[config.mk]
export PLATFORM = sky130hd
export DESIGN_NAME = ac_dc_extract
export DESIGN_NICKNAME = d
export VERILOG_FILES = /design/src/rtl/ac_dc_extract.sv
export SDC_FILE = /design/constraint.sdc
export NUM_CORES = 1
export LEC_CHECK = 0
export ABC_AREA = 1
export BUFFER_PORTS_ARGS = -buffer_cell sky130_fd_sc_hd__buf_4
export CAP_MARGIN = 10
export CORE_UTILIZATION = 47
export CTS_CLUSTER_DIAMETER = 60
export DETAILED_ROUTE_END_ITERATION = 10
export GPL_TIMING_DRIVEN = 0
export RECOVER_POWER = 25
export SKIP_CTS_REPAIR_TIMING = 1
export SLEW_MARGIN = 30
export SYNTH_ARGS = -nofsm -noshare
export SYNTH_HDL_FRONTEND = slang
export SYNTH_SLANG_ARGS = --single-unit
[constraint.sdc]
create_clock -name clk -period 5 [get_ports clk]
set_clock_uncertainty 0.1 [all_clocks]
set_input_delay 0.5 -clock clk [delete_from_list [all_inputs] [get_ports clk]]
set_output_delay 0.5 -clock clk [all_outputs]
set_load 0.02 [all_outputs]
[src/rtl/ac_dc_extract.sv]
// Per-LED AC (peak-to-peak) and DC (mean) extraction over windows of 2^WIN_LOG2 sample pairs.
// Optional build macro ACDC_CLIP_EN: windows containing a rail sample are dropped and flagged on clip_flag.
module ac_dc_extract #(
  parameter int WIN_LOG2 = 9,
  parameter int DW       = 24
) (
  input  logic                clk,
  input  logic                reset_n,
  input  logic                acq_en,
  input  logic                sample_dv,
  input  logic [DW-1:0]       led1_sample,
  input  logic [DW-1:0]       led2_sample,
  output logic [DW-1:0]       led1_AC_computed,
  output logic [DW-1:0]       led1_DC_computed,
  output logic [DW-1:0]       led2_AC_computed,
  output logic [DW-1:0]       led2_DC_computed,
  output logic                final_comp_dv,
  output logic [WIN_LOG2-1:0] win_cnt
`ifdef ACDC_CLIP_EN
  ,
  output logic                clip_flag
`endif
);

  localparam int SW = DW + WIN_LOG2;
  localparam logic [DW-1:0] DC_MIN = {{(DW-1){1'b0}}, 1'b1};

  typedef enum logic {
    IDLE  = 1'b0,
    ACCUM = 1'b1
  } state_e;

  state_e              state_q, state_d;
  logic [WIN_LOG2-1:0] win_cnt_q, win_cnt_d;
  logic [SW-1:0]       sum1_q, sum1_d, sum2_q, sum2_d;
  logic [DW-1:0]       max1_q, max1_d, min1_q, min1_d;
  logic [DW-1:0]       max2_q, max2_d, min2_q, min2_d;
  logic [DW-1:0]       l1_ac_q, l1_ac_d, l1_dc_q, l1_dc_d;
  logic [DW-1:0]       l2_ac_q, l2_ac_d, l2_dc_q, l2_dc_d;
  logic                dv_q, dv_d;

  // Running values with the current sample folded in; these feed both the
  // accumulators and, at window close, the result registers.
  logic                accept, win_close, clipped;
  logic [SW-1:0]       sum1_n, sum2_n;
  logic [DW-1:0]       max1_n, min1_n, max2_n, min2_n;
  logic [DW-1:0]       dc1_raw, dc2_raw;

  assign accept    = acq_en & sample_dv;
  assign win_close = accept && (win_cnt_q == '1);

  assign sum1_n = sum1_q + SW'(led1_sample);
  assign sum2_n = sum2_q + SW'(led2_sample);
  assign max1_n = (led1_sample > max1_q) ? led1_sample : max1_q;
  assign min1_n = (led1_sample < min1_q) ? led1_sample : min1_q;
  assign max2_n = (led2_sample > max2_q) ? led2_sample : max2_q;
  assign min2_n = (led2_sample < min2_q) ? led2_sample : min2_q;

  // Sum of 2^WIN_LOG2 DW-bit samples cannot overflow SW bits; the mean is its top DW bits.
  assign dc1_raw = sum1_n[WIN_LOG2 +: DW];
  assign dc2_raw = sum2_n[WIN_LOG2 +: DW];

`ifdef ACDC_CLIP_EN
  logic clip_mark_q, clip_mark_d;
  logic clip_flag_q, clip_flag_d;
  logic clip_hit;

  assign clip_hit = (led1_sample == '0) || (led1_sample == '1) ||
                    (led2_sample == '0) || (led2_sample == '1);
  assign clipped  = clip_mark_q | clip_hit;
`else
  assign clipped  = 1'b0;
`endif

  // NOTE: every _d gets a default hold/clear value first so no path leaves it unassigned (no latches).
  always_comb begin
    state_d   = state_q;
    win_cnt_d = win_cnt_q;
    sum1_d    = sum1_q;
    sum2_d    = sum2_q;
    max1_d    = max1_q;
    min1_d    = min1_q;
    max2_d    = max2_q;
    min2_d    = min2_q;
    l1_ac_d   = l1_ac_q;
    l1_dc_d   = l1_dc_q;
    l2_ac_d   = l2_ac_q;
    l2_dc_d   = l2_dc_q;
    dv_d      = 1'b0;
`ifdef ACDC_CLIP_EN
    clip_mark_d = clip_mark_q;
    clip_flag_d = 1'b0;
`endif

    case (state_q)
      IDLE:    if (acq_en)  state_d = ACCUM;
      ACCUM:   if (!acq_en) state_d = IDLE;
      default: state_d = IDLE;
    endcase

    if (!acq_en) begin
      // Partial window discarded; published results are left untouched.
      win_cnt_d = '0;
      sum1_d    = '0;
      sum2_d    = '0;
      max1_d    = '0;
      min1_d    = '1;
      max2_d    = '0;
      min2_d    = '1;
`ifdef ACDC_CLIP_EN
      clip_mark_d = 1'b0;
`endif
    end else if (accept) begin
      win_cnt_d = win_cnt_q + WIN_LOG2'(1);
      sum1_d    = sum1_n;
      sum2_d    = sum2_n;
      max1_d    = max1_n;
      min1_d    = min1_n;
      max2_d    = max2_n;
      min2_d    = min2_n;
`ifdef ACDC_CLIP_EN
      clip_mark_d = clipped;
`endif
      if (win_close) begin
        if (!clipped) begin
          l1_ac_d = max1_n - min1_n;
          l2_ac_d = max2_n - min2_n;
          l1_dc_d = (dc1_raw == '0) ? DC_MIN : dc1_raw;
          l2_dc_d = (dc2_raw == '0) ? DC_MIN : dc2_raw;
          dv_d    = 1'b1;
        end
`ifdef ACDC_CLIP_EN
        clip_flag_d = clipped;
        clip_mark_d = 1'b0;
`endif
        // Next window starts from scratch on the very next sample.
        sum1_d = '0;
        sum2_d = '0;
        max1_d = '0;
        min1_d = '1;
        max2_d = '0;
        min2_d = '1;
      end
    end
  end

  // NOTE: sequential state uses non-blocking assignments only; reset is synchronous here.
  always_ff @(posedge clk) begin
    if (!reset_n) begin
      state_q   <= IDLE;
      win_cnt_q <= '0;
      sum1_q    <= '0;
      sum2_q    <= '0;
      max1_q    <= '0;
      min1_q    <= '1;
      max2_q    <= '0;
      min2_q    <= '1;
      l1_ac_q   <= '0;
      l1_dc_q   <= '0;
      l2_ac_q   <= '0;
      l2_dc_q   <= '0;
      dv_q      <= 1'b0;
`ifdef ACDC_CLIP_EN
      clip_mark_q <= 1'b0;
      clip_flag_q <= 1'b0;
`endif
    end else begin
      state_q   <= state_d;
      win_cnt_q <= win_cnt_d;
      sum1_q    <= sum1_d;
      sum2_q    <= sum2_d;
      max1_q    <= max1_d;
      min1_q    <= min1_d;
      max2_q    <= max2_d;
      min2_q    <= min2_d;
      l1_ac_q   <= l1_ac_d;
      l1_dc_q   <= l1_dc_d;
      l2_ac_q   <= l2_ac_d;
      l2_dc_q   <= l2_dc_d;
      dv_q      <= dv_d;
`ifdef ACDC_CLIP_EN
      clip_mark_q <= clip_mark_d;
      clip_flag_q <= clip_flag_d;
`endif
    end
  end

  assign led1_AC_computed = l1_ac_q;
  assign led1_DC_computed = l1_dc_q;
  assign led2_AC_computed = l2_ac_q;
  assign led2_DC_computed = l2_dc_q;
  assign final_comp_dv    = dv_q;
  assign win_cnt          = win_cnt_q;
`ifdef ACDC_CLIP_EN
  assign clip_flag        = clip_flag_q;
`endif

endmodule

==> impl_results.md <==
- Outcome: finished, final reports clean
- Arrival @ worst endpoint: slightly below 5 ns
- DP HPWL: 56100 um
- CTS sink count: 268
- Least-Margin Pin Slew: 0.999 ns
- Worst hold-check path type: in -> reg
- Num CTS Buffers: 39
- Last weighted congestion value of the routability-driven placer: 0.953
- Port bufs: ~160
- Num rows: 75
- Post-Syn Nets: about 3.4k
- Area Overhead vs Synth: 14.0%
- Critical path capture point type: flip-flop
- Fin. max-slew vios: 0
- H-tree levels: 2
- Critical path launch point type: flip-flop
- Min Tclk post-route: roughly 4.5 ns
- CP Class: reg -> reg
- Initial core utilization: approximately 48%
- Final Hold Fails: 0
- Boundary Pins: 158
- Area of the multi-input gates: between 10000 and 15000 um^2
- CTS Root Cell: clkbuf_16
- Main synth FF type: dfxtp_1
- Clock slew at reported path FFs: approximately 0.06 ns
- CP peak stage delay: ~0.35 ns
- Post-DRT Antenna Nets: 0
- Leakage: roughly 11 nW
- Leading area contributor after synthesis: dfxtp_1
- Clock Path Buffers: 3
- Synth warn: 0
- Vias/cell: 5.41
- Die span in x: roughly 210 um
- #FFs+latches synth: roughly 270
- Asr flop ratio synth: 0%
- Chip Height: between 200 and 250 um
- Count of final setup violators: 0
- DIE AREA: 43600 um^2
- Share of cells above drive strength 1: roughly 7.4%
- Average cell area after synthesis: roughly 6.3 um^2
- Final wirelength: ~70000 um
- RSZ-0062 raised after global routing: false
- Slew margin rel.: between 30 and 40%
- Proportion of synthesized chip area in sequential cells: between 20% and 30%
- Finished Layout Cells: between 3k and 4k
- Antenna violations before repair: 2
- Ant. Diodes: 0
- Storage element area: between 5000 and 6000 um^2
- GRT Total Usage: 31.8%
- Maximum clock rate: approximately 220 MHz
- Most used cell, CP: nand2_1
- VDD IR-drop max: 259 uV
- # fillers: ~4.3k
- Nets: approximately 3.6k
- Crit path required time: 5.36 ns
- Slowest CP cell: ha_1
- Synth top area share: between 20% and 30%
- Max FO, Critical Path: 10
- Synth area leaders: dfxtp_1, nand2_1, ha_1, a21oi_1, inv_1
- Core Area: approximately 42000 um^2
- Clock latency at the later pin of the worst-skew pair: 0.58 ns
- Drt first pass iters: 7
- Routed vias: around 21k
- Largest net degree at the start of global routing: 13
- Number of global-route vias before repair: between 20k and 25k
- WL per Instance: 17.6 um
- Post-synthesis cell type count: 51
- CTS tree: built
- Fin Setup TNS: 0 ns
- Cell Area, Synth: 20100 um^2
- Part of the cycle the worst path needs: between 80 and 90%
- Placed cells: ~3.9k
- First-pass GRT wire length: ~110000 um
- Residual DRC: 0
- Cell Pwr Density: 292 nW/um^2
- Max-cap violations: 0
- GRT overflow: 0
- First DRT Iteration DRCs: between 1.5k and 2k
- Post-synthesis instance total: around 3.2k
- Post-synth EDFFs: 0
## kinds of logic (layout without fill, tap and decap cells)
family / Yosys count / after routing / share of synthesized area (%)
and+or+nand+nor: 1633 / 1633 / 33.7
buffers and inverters: 506 / 733 / 10.0
xor gates and xnor gates: 57 / 57 / 2.49
AOI/OAI and AO/OA: 567 / 567 / 16.1
DFF: 268 / 268 / 26.7
adders and majority gates: 173 / 173 / 10.9
## per-layer routing
metal | track usage (%) | up-vias | wire length, um
met5 | 0 | - | 0
met4 | 8.42 | 0 | 1630
met3 | 6.75 | 94 | 5800
met2 | 51.6 | 721 | 30700
met1 | 42.6 | 9872 | 31700
li1 | - | 10800 | -
## critical path: cells and delay by family, from the launching register on
kind            cells  cell delay (ns)
compound gates      6             1.22
fa+ha+maj           2             0.65
buf+inv             5             0.76
flops               1             0.30
simple gates       15             1.32
## Yosys cell counts, drive strengths merged, types with 11 or more instances
master and count:
a21o 11, xnor2 11, nand4 25, xor2 46, nor2 224, clkbuf 87, o21ai 119, nand3 205
dfxtp 268, inv 388, o221ai 52, ha 169, buf 30, nor3 26, a21oi 331, o21bai 12
nand2 1135
## final cells by class
type	count	share of cell area, %
Multi-Input combinational cell	2430	55.5
Sequential cell	268	23.4
Inverter	389	6.38
Clock buffer	49	4.60
Timing Repair Buffer	155	3.59
Tap cell	539	2.95
Buffer	117	2.43
Clock inverter	23	1.12
## report_power, final
| group | total (W) | internal (W) | switching, W |
|---|---|---|---|
| clock network | 0.00284 | 0.00168 | 0.00116 |
| logic | 0.00165 | 0.000506 | 0.00115 |
| registers | 0.00219 | 0.00218 | 0.0000194 |
## worst paths after layout
check | from | to | slack, ns | depth (start not counted)
setup / recovery | max2_q[23] | led2_AC_computed[19] | 0.52 | 28
hold / removal | led2_sample[0] | sum2_q[0] | 0.25 | 4
setup reg to reg | max2_q[23] | led2_AC_computed[19] | 0.52 | 28
hold reg to reg | led1_DC_computed[11] | led1_DC_computed[11] | 0.36 | 2
## through the flow
step	hold WS [ns]	utilization [%]	area, um^2	setup WS [ns]	total power [W]
after floorplan	0.345	-	20100	1.34	0.00336
after CTS	0.203	55.2	23200	0.387	0.00670
after global routing	0.256	54.4	22900	0.0242	0.00700
after global placement	0.352	52.1	21900	0.216	0.00384
after detailed placement	0.356	52.1	21900	0.123	0.00385
final	0.253	54.4	22900	0.523	0.00669
## cells in the final DEF (no fill, tap or decap), types with 5 or more instances in the layout
cell       instances
nand2_1         1101
inv_1            374
a21oi_1          325
dfxtp_1          268
nor2_1           203
nand3_1          200
clkbuf_1         181
ha_1             169
o21ai_0          108
buf_4             70
o221ai_1          52
xor2_1            46
clkbuf_16         39
nand2_2           32
nor3_1            24
nand4_1           23
nor2_2            17
inv_2             14
o21bai_1          12
a21o_1            11
xnor2_1           11
buf_2             10
buf_6             10
inv_6             10
o21a_1             8
nand3b_1           7
o211ai_1           7
o21ai_1            6
a21oi_2            6
o22ai_1            6
clkbuf_2           5
o21ai_2            5
o31ai_1            5
a31oi_1            5
## flip-flops by register name (all words and copies together), names as in the netlist
register / cells
sum1_q: 33
sum2_q: 33
led1_AC_computed: 24
led1_DC_computed: 24
led2_AC_computed: 24
led2_DC_computed: 24
max1_q: 24
max2_q: 24
min1_q: 24
min2_q: 24
win_cnt: 9
final_comp_dv: 1
Power figures use the tool's default switching activity.
